**src/rtl/alu_pkg.sv**
```systemverilog
// rtl/alu_pkg.sv - shared ALU constants: default width, opcodes, flag indices
package alu_pkg;

    localparam int WIDTH_DEFAULT = 4;

    typedef enum logic [3:0] {
        OP_AND  = 4'd0,
        OP_OR   = 4'd1,
        OP_XOR  = 4'd2,
        OP_NAND = 4'd3
    } alu_op_e;

    localparam int FLAG_ZERO   = 0;
    localparam int FLAG_ONES   = 1;
    localparam int FLAG_PARITY = 2;
    localparam int FLAG_W      = 3;

endpackage

```
**src/rtl/nand_bit.sv**
```systemverilog
// rtl/nand_bit.sv - single-lane NAND cell
module nand_bit (
    input  logic a,
    input  logic b,
    output logic y
);

    assign y = ~(a & b);

endmodule

```
**src/rtl/nand_gate.sv**
```systemverilog
// rtl/nand_gate.sv - bitwise NAND ALU unit with flags and a registered output stage
module nand_gate
    import alu_pkg::*;
#(
    parameter int WIDTH = WIDTH_DEFAULT
) (
    input  logic             clk,
    input  logic             rst,
    input  logic [WIDTH-1:0] A,
    input  logic [WIDTH-1:0] B,
    output logic [WIDTH-1:0] result,
    output logic             zero,
    output logic             ones,
    output logic             parity,
    output logic [WIDTH-1:0] result_q,
    output logic             zero_q
);

    logic [FLAG_W-1:0] flags;

    for (genvar i = 0; i < WIDTH; i++) begin : g_lane
        nand_bit u_bit (
            .a (A[i]),
            .b (B[i]),
            .y (result[i])
        );
    end

    assign flags[FLAG_ZERO]   = ~|result;
    assign flags[FLAG_ONES]   = &result;
    assign flags[FLAG_PARITY] = ^result;

    assign zero   = flags[FLAG_ZERO];
    assign ones   = flags[FLAG_ONES];
    assign parity = flags[FLAG_PARITY];

    // Reset value keeps zero_q consistent with the cleared result_q.
    always_ff @(posedge clk or posedge rst) begin
        if (rst) begin
            result_q <= '0;
            zero_q   <= 1'b1;
        end else begin
            result_q <= result;
            zero_q   <= flags[FLAG_ZERO];
        end
    end

endmodule

```
**config.mk**
```make
export PLATFORM = sky130hd
export DESIGN_NAME = nand_gate
export DESIGN_NICKNAME = d
export VERILOG_FILES = /design/src/rtl/alu_pkg.sv /design/src/rtl/nand_bit.sv /design/src/rtl/nand_gate.sv
export SDC_FILE = /design/constraint.sdc
export NUM_CORES = 1
export LEC_CHECK = 0
export CAP_MARGIN = 20
export CORE_AREA = 2 2 39 41
export CTS_CLUSTER_DIAMETER = 200
export DETAILED_ROUTE_END_ITERATION = 10
export DIE_AREA = 0 0 41 43
export REMOVE_ABC_BUFFERS = 1
export SLEW_MARGIN = 20
export SYNTH_ARGS = -nofsm -noshare
export SYNTH_HDL_FRONTEND = slang
export SYNTH_SLANG_ARGS = --single-unit
```
**constraint.sdc**
```tcl
create_clock -name clk -period 1.36 [get_ports clk]
set_input_delay 0.272 -clock clk [delete_from_list [all_inputs] [get_ports clk]]
set_output_delay 0.272 -clock clk [all_outputs]
set_load 0.1 [all_outputs]
```
# == Yosys cells after proc, flatten, opt, wreduce, memory -nomap -nowiden ==
# Index checks and enable logic that the tools add are counted.
# totals
output_inout_bits,12
inputBits,10
word_cells,14
ff_bits,5
# op_classes
reduce_logical,4
bitwise_logic,8
# op_table
op,count
$and 1x1->1,4
$not 1->1,4
$reduce_and 4->1,1
$reduce_or 4->1,1
$reduce_xor 4->1,1
$logic_not 1->1,1

# == Depth between registers and ports, before layout ==
# depth
word_depth,4
ltp_mapped,3
ltp_nobuf,3

# == Modules after synthesis ==
# Synthesis repeated with hierarchy kept, for this count alone.
# hier_totals
hier_cells,21
area_unflattened_um2,231.5
# modules_own_cells
module,cells_each,n_inst,seq_area_each_um2,area_each_um2
nand_gate,17,1,126.4,216.5
nand_bit,1,4,0.0,3.8

# == Worst setup path after synthesis ==
# Ideal clock, no wire load.
# synth_timing
path_kind,input-to-output
startpoint,input A[0]
endpoint,output parity
path_buffers,0
required_time_ns,1.088
slack_ns,-1.060
t_arrival_ns,2.148
path_stages,3
path_cell_list,and2_1 -> ha_1 -> xor2_1
# synth_via
elab_chain_len,3
# synth_lines
item,line_no,source
start: declaration,nand_gate.sv:9,"input logic [WIDTH-1:0] A,"
$and 1x1->1,nand_bit.sv:8,assign y = ~(a & b);
$not 1->1,nand_bit.sv:8,
$reduce_xor 4->1,nand_gate.sv:31,assign flags[FLAG_PARITY] = ^result;
end: declaration,nand_gate.sv:14,"output logic parity,"
# Every way passes these cells.

# == Worst setup path in the final report ==
# layout_timing
startpoint,input B[2]
endpoint,output parity
# layout_via
elab_chain_len,3
# layout_lines
item,line_no,source
start: declaration,nand_gate.sv:10,"input logic [WIDTH-1:0] B,"
$and 1x1->1,nand_bit.sv:8,
$not 1->1,nand_bit.sv:8,
$reduce_xor 4->1,nand_gate.sv:31,
# Every way passes these cells.

==> run_results.csv <==
group,metric,value,unit
logic_synthesis,ys_warn_count,0,
floorplan,fp-row-count,14,
sta,rsz0062_at_grt,"true",
sta,fin_tns_setup,-0.0653,ns
routing,antenna_left,0,
worst_setup_path,crit_path_end_kind,"output pin",
sta,final.setup.worst_slack,-0.0653,ns
floorplan,initial_core_util,0.196,
logic_synthesis,ys_ff_latch,5,
sta,slew_headroom,0.883,
global_routing,grt_usage,0.0745,
global_routing,grt_pass1_wl,828,um
clocking,postCtsHoldBufs,0,
logic_synthesis,synth_top_cells_by_area,"dfrtp_1, ha_1, and2_1, buf_4, dfstp_2",
cells_and_area,multi_input_area,165,sq um
sta,max_freq,0.702,GHz
logic_synthesis,synthCells,25,
clocking,clk_pin_slew_worst_paths,0.04,ns
clocking,clk_path_buf_depth,2,
worst_setup_path,crit_start,"B[2]",
worst_setup_path,setup.worst_path.end,"parity",
place,gp_congestion,0.634,
power_and_ir_drop,vdd_ir_drop_max,0.577,mV
sta,worst_slew_pin_slew,0.176,ns
logic_synthesis,synth_cell_types,8,
routing,route.detailed.drc,0,
place,dp_slack,-0.532,ns
worst_setup_path,arrival,1.15,ns
floorplan,die_y,43,um
cells_and_area,finalNetCount,65,
status,outcome,"finished, violations left",
sta,period_share,1.05,
power_and_ir_drop,power.leakage,0.320,nW
sta,final.min_clock_period,1.43,ns
routing,maxUsedRoutingLayer,"met3",
cells_and_area,stdcell_count,66,
logic_synthesis,synth_edf_count,0,
clocking,h-tree-depth,1,
clocking,cts-root-buf,"clkbuf_4",
logic_synthesis,ys.flop_type,"dfrtp_1",
power_and_ir_drop,finalPower,666,uW
clocking,cts_buffers,3,
logic_synthesis,syn-mean-instance-area,10.9,sq um
floorplan,pin_count,22,
logic_synthesis,synth_top_area_frac,0.369,
cells_and_area,diodes,0,
floorplan,die_area,1760,sq um
cells_and_area,fillCellCount,121,
cells_and_area,final_core_util,0.501,
worst_setup_path,cp_max_fo,2,
clocking,cts_tree,"built",
logic_synthesis,synth-seq-area-share,0.465,
cells_and_area,syn_to_final_growth,155,%
routing,wl_met3,53,um
routing,avgRoutedWirePerCell,8.17,um
floorplan,core_area,1380,sq um
place,placedCellCount,62,
global_routing,antenna_found_initial,0,
logic_synthesis,synth_most_common_cell,"and2_1",
status,violations,"setup timing",
cells_and_area,drive_above_1_share,0.700,
routing,vias,242,
clocking,postCtsSetupBuffers,0,
routing,wirelength,539,um
place,numPortBuffers,21,
logic_synthesis,synthesis.area,272,sq um
logic_synthesis,async_flop_share,1.00,
worst_setup_path,worstSetupStartpointType,"input port",
logic_synthesis,synth_common_cells,"and2_1, buf_4, dfrtp_1, ha_1, nand2_1",
global_routing,grt-ovfl-total,0,
place,hpwl,473,um
routing,drtPass1Iterations,2,
routing,wl_met2,296,um
job,maxCapViolCount,0,
min_path,min-delay-path-class,"input port to async pin",
logic_synthesis,yosys.area.top_type,"dfrtp_1",
power_and_ir_drop,p_per_area,961,nW/um^2
global_routing,grt_max_degree,6,
sta,setup_viol,1,
worst_setup_path,worstPathRequired,1.09,ns
global_routing,first_global_vias,224,
cells_and_area,register_area,126,sq um
worst_setup_path,criticalPathCategory,"input port to output pin",
floorplan,die_x,41,um
routing,m1WireLength,189,um
sta,drv_slew,0,
routing,via_per_inst,3.67,
clocking,cts.sinks,5,
sta,hold_viol,0,
routing,drt-initial-drc-count,3,
==> cell families (layout without fill, tap and decap cells) <==
logic type	Yosys count	count (layout)	synth area share
and+or+nand+nor	10	10	0.194
DFF	5	5	0.465
buffers and inverters	5	30	0.124
adders and majority gates	4	4	0.184
xor gates and xnor gates	1	1	0.0323
==> sequential cells by signal, summed over array words and instances, names as in the netlist <==
register	flops
result_q	4
zero_q	1
==> routing by layer <==
metal,GRT usage,vias to the layer above
met5,0,-
met4,0.100,0
met3,0.0105,0
met2,0.100,14
met1,0.0812,108
li1,-,120
==> per-stage QoR <==
step	hold WS, ns	cell area (sq um)
2_1_floorplan	0.0498	241
3_3_place_gp	0.476	622
3_5_place_dp	0.479	622
4_1_cts	0.236	687
5_1_grt	0.249	693
6_report	0.236	693
==> layout by cell type, fill, tap and decap left out, drive strengths merged <==
cell type      count
inv                1
buf               24
and2               6
clkbuf             4
ha                 4
dfrtp              4
clkdlybuf4s50      1
dfstp              1
nand2              4
xor2               1
==> worst min-delay path by stage <==
stage | end | cells after the start | from | slack [ns]
2_1_floorplan | result_q[0] | 1 | rst | 0.05
3_3_place_gp | result_q[2] | 2 | rst | 0.48
3_5_place_dp | result_q[3] | 2 | rst | 0.48
4_1_cts | result_q[0] | 2 | rst | 0.24
5_1_grt | result_q[3] | 2 | rst | 0.25
6_report | result_q[0] | 2 | rst | 0.24
==> final cells by class <==
cell class | count | area share
Tap cell | 16 | 0.0289
Inverter | 1 | 0.00542
Timing Repair Buffer | 25 | 0.507
Clock buffer | 4 | 0.0379
Multi-Input combinational cell | 15 | 0.238
Sequential cell | 5 | 0.182
==> report_power, final <==
group | internal, mW | total (mW) | switching [mW] | leakage [nW]
combinational | 0.138 | 0.345 | 0.207 | 0.254
sequential | 0.156 | 0.161 | 0.00477 | 0.0514
clock | 0.110 | 0.161 | 0.0503 | 0.0150
total | 0.405 | 0.666 | 0.262 | 0.320
==> critical path, stage by stage <==
cell,delay [ns]
buf_6,0.09
and2_4,0.15
ha_4,0.28
xor2_4,0.17
buf_12,0.19
==> what timing repair did <==
item | CTS | global route
pin swaps | 7 | 3
endpoints found under the hold margin | 0 | 0
gates resized for setup | 44 | 1
setup endpoints to repair | 7 | 1
Power figures use the tool's default switching activity.
